`src/rtl/tile_wb_arbiter.sv`:
```
// Two-master Wishbone arbiter for the 128-bit tile bus.
// Master 0 is the CPU core, master 1 the DMA engine. The grant is held for the
// owner's whole cycle, the request side is muxed onto the shared bus, and
// responses go only to the owner. A watchdog ends hung strobes with an error.
//
// state | meaning
// ------+--------------------------------------------------
// IDLE  | no owner, shared bus driven to zero
// GNT0  | CPU owns the shared bus until it drops cyc
// GNT1  | DMA owns the shared bus until it drops cyc
module tile_wb_arbiter #(
  parameter int CPU_PRIORITY = 1,
  parameter int TIMEOUT      = 1024
) (
  input  logic         i_clk,
  input  logic         i_rst,
  input  logic         i_m0_cyc,
  input  logic         i_m0_stb,
  input  logic         i_m0_we,
  input  logic [31:0]  i_m0_adr,
  input  logic [15:0]  i_m0_sel,
  input  logic [127:0] i_m0_dat,
  output logic [127:0] o_m0_dat,
  output logic         o_m0_ack,
  output logic         o_m0_err,
  input  logic         i_m1_cyc,
  input  logic         i_m1_stb,
  input  logic         i_m1_we,
  input  logic [31:0]  i_m1_adr,
  input  logic [15:0]  i_m1_sel,
  input  logic [127:0] i_m1_dat,
  output logic [127:0] o_m1_dat,
  output logic         o_m1_ack,
  output logic         o_m1_err,
  output logic         o_wb_cyc,
  output logic         o_wb_stb,
  output logic         o_wb_we,
  output logic [31:0]  o_wb_adr,
  output logic [15:0]  o_wb_sel,
  output logic [127:0] o_wb_dat,
  input  logic [127:0] i_wb_dat,
  input  logic         i_wb_ack,
  input  logic         i_wb_err,
  output logic [1:0]   o_gnt,
  output logic         o_timeout
);

  // State codes double as the one-hot grant vector.
  localparam logic [1:0] IDLE = 2'b00;
  localparam logic [1:0] GNT0 = 2'b01;
  localparam logic [1:0] GNT1 = 2'b10;

  // TIMEOUT of 0 turns the watchdog off entirely.
  localparam bit          WD_EN   = (TIMEOUT != 0);
  localparam logic [15:0] TO_LAST = 16'(TIMEOUT - 1);

  logic [1:0]  state;
  logic [1:0]  state_nxt;
  logic        last;
  logic        last_nxt;
  logic [15:0] wait_cnt;
  logic        to_flag;
  logic        own0;
  logic        own1;
  logic        stb_raw;
  logic        unanswered;
  logic        fire;

  assign own0 = (state == GNT0);
  assign own1 = (state == GNT1);

  // Next grant: no preemption; release hands over directly when the other master waits.
  always_comb begin
    state_nxt = state;
    last_nxt  = last;
    case (state)
      IDLE: begin
        if (i_m0_cyc && i_m1_cyc) begin
          if (CPU_PRIORITY != 0) state_nxt = GNT0;
          else                   state_nxt = last ? GNT0 : GNT1;
        end else if (i_m0_cyc) begin
          state_nxt = GNT0;
        end else if (i_m1_cyc) begin
          state_nxt = GNT1;
        end
      end
      GNT0: begin
        if (!i_m0_cyc) begin
          last_nxt  = 1'b0;
          state_nxt = i_m1_cyc ? GNT1 : IDLE;
        end
      end
      GNT1: begin
        if (!i_m1_cyc) begin
          last_nxt  = 1'b1;
          state_nxt = i_m0_cyc ? GNT0 : IDLE;
        end
      end
      default: state_nxt = IDLE;
    endcase
  end

  // Grant state and round-robin history; last resets to 1 so the CPU wins the first tie.
  always_ff @(posedge i_clk) begin
    if (i_rst) begin
      state <= IDLE;
      last  <= 1'b1;
    end else begin
      state <= state_nxt;
      last  <= last_nxt;
    end
  end

  // Request mux from the registered grant; everything zero while idle.
  always_comb begin
    o_wb_cyc = 1'b0;
    stb_raw  = 1'b0;
    o_wb_we  = 1'b0;
    o_wb_adr = '0;
    o_wb_sel = '0;
    o_wb_dat = '0;
    if (own0) begin
      o_wb_cyc = i_m0_cyc;
      stb_raw  = i_m0_cyc & i_m0_stb;
      o_wb_we  = i_m0_we;
      o_wb_adr = i_m0_adr;
      o_wb_sel = i_m0_sel;
      o_wb_dat = i_m0_dat;
    end else if (own1) begin
      o_wb_cyc = i_m1_cyc;
      stb_raw  = i_m1_cyc & i_m1_stb;
      o_wb_we  = i_m1_we;
      o_wb_adr = i_m1_adr;
      o_wb_sel = i_m1_sel;
      o_wb_dat = i_m1_dat;
    end
  end

  // The timeout cycle withdraws the strobe and swallows any late ack.
  assign o_wb_stb  = stb_raw & ~to_flag;
  assign o_m0_dat  = i_wb_dat;
  assign o_m1_dat  = i_wb_dat;
  assign o_m0_ack  = i_wb_ack & own0 & i_m0_cyc & ~to_flag;
  assign o_m1_ack  = i_wb_ack & own1 & i_m1_cyc & ~to_flag;
  assign o_m0_err  = own0 & i_m0_cyc & (i_wb_err | to_flag);
  assign o_m1_err  = own1 & i_m1_cyc & (i_wb_err | to_flag);
  assign o_gnt     = state;
  assign o_timeout = to_flag;

  assign unanswered = o_wb_stb & ~i_wb_ack & ~i_wb_err & (state_nxt == state);
  assign fire       = WD_EN & unanswered & (wait_cnt == TO_LAST);

  // Watchdog: count unanswered strobe cycles, flag the cycle after the last allowed one.
  always_ff @(posedge i_clk) begin
    if (i_rst || !WD_EN) begin
      wait_cnt <= '0;
      to_flag  <= 1'b0;
    end else begin
      to_flag  <= fire;
      if (unanswered && !fire) wait_cnt <= wait_cnt + 16'd1;
      else                     wait_cnt <= '0;
    end
  end

endmodule

```
`config.mk`:
```
export PLATFORM = sky130hd
export DESIGN_NAME = tile_wb_arbiter
export DESIGN_NICKNAME = d
export VERILOG_FILES = /design/src/rtl/tile_wb_arbiter.sv
export SDC_FILE = /design/constraint.sdc
export NUM_CORES = 1
export LEC_CHECK = 0
export ABC_AREA = 1
export ABC_CLOCK_PERIOD_IN_PS = 1700
export CORE_AREA = 2 2 362 364
export CTS_CLUSTER_DIAMETER = 60
export DETAILED_ROUTE_END_ITERATION = 7
export DIE_AREA = 0 0 364 366
export PLACE_DENSITY = 0.3
export RECOVER_POWER = 25
export SETUP_SLACK_MARGIN = 0.3
export SLEW_MARGIN = 15
export SYNTH_ARGS = -nofsm -noshare
export SYNTH_HDL_FRONTEND = slang
export SYNTH_SLANG_ARGS = --single-unit
```
`constraint.sdc`:
```
create_clock -name i_clk -period 1.7 [get_ports i_clk]
set_input_delay 0.255 -clock i_clk [delete_from_list [all_inputs] [get_ports i_clk]]
set_output_delay 0.255 -clock i_clk [all_outputs]
set_load 0.02 [all_outputs]
```
==> flow_metrics.tcl <==
set metrics [dict create \
    cpMostUsedCell "sky130_fd_sc_hd__buf_12" \
    die_h_um 366 \
    crit_path_cell_trace "inv_4 -> nor2_4 -> buf_12 -> buf_12 -> buf_12 -> a22o_4 -> buf_12 -> buf_12" \
    final.setup.tns_ns -35.62 \
    cts_stage_hold_buffer_count 0 \
    layout-drive-gt1-share 0.432 \
    cts-root-to-sink-buffers 2 \
    numPortBuffers 547 \
    post-route-worst-setup-slack_ns -0.337 \
    total_core_area_um2 129000 \
    vdd_drop_max_v 0.000264 \
    run_status "complete, but fails checks" \
    antenna_violating_nets_post_route 0 \
    synth_fp_nets 1111 \
    gpl.final_weighted_congestion 0.856 \
    flip_flop_and_latch_count_after_synthesis 19 \
    io_pins 932 \
    timing.hold.ws_ns 0.460 \
    fin_util 0.104 \
    die_area_um2 133000 \
    dp_cells 2661 \
    path_class "reg2out" \
    drt-pass1-iter-count 5 \
    cap_violations 0 \
    first_iter_violations 216 \
    grt_pass1_vias 6498 \
    timing_max_transition_violations_final 0 \
    timing.critical_path.slowest_stage_cell "sky130_fd_sc_hd__dfxtp_4" \
    netlist_area_um2 4640 \
    antenna_found_initial 13 \
    globalRouteOverflowTotal 0 \
    number_of_design_rule_violations_left_after_detail_routing 0 \
    start_util 0.0360 \
    relSlewSlack 0.696 \
    cts_htree_levels 1 \
    dp_hpwl_mm 48.4 \
    drt-wirelength-per-cell_um 21.0 \
    synthesis.yosys.warnings 0 \
    nets 1460 \
    setup.worst_path.start_class "flop" \
    worst_r2r_endpoint "wait_cnt[6]" \
    whs_path_depth 1 \
    synthesis.instances 620 \
    timing.clock.skew_ns 0.00294 \
    max_freq_ghz 0.491 \
    totalWireLength_mm 56.9 \
    insertion_delay_ns 0.25 \
    post-route-min-period_ns 2.04 \
    worst-r2r-setup-slack_ns -0.05 \
    synth_area_per_cell_um2 7.49 \
    layout_area_growth_over_synthesis_pct 190 \
    critPathRequiredTime_ns 1.44 \
    numCtsBuffers 3 \
    final_cell_count_no_fill 2711 \
    endpoint "o_wb_dat[31]" \
    leakagePower_nw 5.00 \
    most_common_cell_after_layout_fill_and_taps_aside "sky130_fd_sc_hd__clkdlybuf4s50_1" \
    synth.distinct_cells 25 \
    dieWidth_um 364 \
    min_path_type "reg2reg" \
    rsz0062_at_grt "yes" \
    vias 6195 \
    timing_worst_slew_pin_value_ns 0.455 \
    clk_transition_reported_paths_ns 0.06 \
    critPathArrivalTime_ns 1.78 \
    worst-r2r-cell-count 11 \
    critPathMaxStageDelay_ns 0.37 \
    timing.final.hold_violations 0 \
    grt_max_degree 47 \
    grt_pass1_wl_mm 67.0 \
    reg2reg_from "o_gnt[0]" \
    root_buffer "sky130_fd_sc_hd__clkbuf_16" \
    share_of_the_clock_period_used_by_the_worst_path 1.20 \
    cts_tree "done" \
    global_route_usage_over_all_layers 0.0761 \
    via_per_instance_ratio 2.29 \
    power_density_over_the_cells_nw_per_um2 362 \
    timing.final.setup_violations 193 \
    yosysSeqAreaShare 0.0820 \
    crit_path_start "o_gnt[1]" \
    place_ws_ns -0.514 \
    critical_path.endpoint_type "primary output" \
    filler_cell_count_in_the_final_layout 14800 \
    violated_checks "negative setup slack" \
    number_of_rows_created_at_floorplan 132 \
    crit_fanout 7 \
    num_clock_sinks 19 \
    mostFrequentLayoutCells "sky130_fd_sc_hd__clkdlybuf4s50_1 (360), sky130_fd_sc_hd__buf_12 (110), sky130_fd_sc_hd__a22o_4 (94)" \
]
-- state kept, by name, summed over array words and instances, names as in the netlist --
name       cells
o_gnt          2
o_timeout      1
wait_cnt      16
-- layer usage --
layer,track usage,vias to the layer above,share of wire
met1,0.0982,2890,0.43
met5,0.00617,-,0.0033
met2,0.115,583,0.43
met4,0.00351,12,0.0068
li1,-,2662,-
met3,0.0416,48,0.13
-- per-stage QoR --
step	total power (W)	cell area, µm²
3_5_place_dp	0.00395	11800
4_1_cts	0.00468	12500
6_report	0.00487	13500
3_3_place_gp	0.00396	11800
2_1_floorplan	0.00227	4910
5_1_grt	0.00513	13500
-- final cells by class --
cell class                 instances  area [µm²]  share of cell area
tap                             1742        2180               0.162
inverter                          20        80.1             0.00595
clock buffer                       4        78.8             0.00586
sequential                        19         390              0.0290
antenna                            1        2.50            0.000186
timing repair buffer             638        7670               0.570
multi-input combinational        287        3050               0.227
-- power breakdown --
part	total (W)	switching, W	internal, W
clock	0.000493	0.000174	0.000319
sequential	0.000454	0.00000666	0.000448
combinational	0.00393	0.00166	0.00226
-- cells in the mapped netlist (all sizes together) --
cell / n / share of area
ha: 1 / 0.0027
nor2: 36 / 0.033
nand2: 34 / 0.028
clkbuf: 10 / 0.0081
nand3: 10 / 0.011
o21ai: 1 / 0.0011
o31ai: 1 / 0.0016
xor2: 2 / 0.0038
a22o: 177 / 0.33
nor3: 5 / 0.0054
xnor2: 5 / 0.0094
nand3b: 1 / 0.0016
inv: 20 / 0.016
o21bai: 3 / 0.0049
nand4: 7 / 0.0094
a21oi: 3 / 0.0032
dfxtp: 19 / 0.082
buf: 285 / 0.44
-- worst max-delay path, delay by kind of cell, from the launching register on --
kind	cells	cell delay (ns)
DFF	1	0.37
AOI/OAI and AO/OA	1	0.29
and+or+nand+nor	1	0.04
buffers and inverters	6	0.77
-- logic make-up after synthesis --
kind of cell	synth area share
buf+inv	0.469
simple gates	0.0882
flops	0.0820
compound gates	0.345
xor+xnor	0.0132
fa+ha+maj	0.00270
-- repair_timing --
action | 4_1_cts | 5_1_grt
setup buffers | 11 | 19
resized for setup | 381 | 233
cloned | 4 | 11
endpoints found under the setup margin | 201 | 201
pin swaps | 8 | 12
-- worst min-delay path by stage --
stage	slack (ns)	endpoint	from
2_1_floorplan	0.32	o_gnt[0]	i_rst
3_3_place_gp	0.44	wait_cnt[0]	wait_cnt[0]
3_5_place_dp	0.46	wait_cnt[0]	wait_cnt[0]
4_1_cts	0.46	wait_cnt[0]	wait_cnt[0]
5_1_grt	0.47	wait_cnt[0]	wait_cnt[0]
6_report	0.46	wait_cnt[0]	wait_cnt[0]
Power figures use the tool's default switching activity.
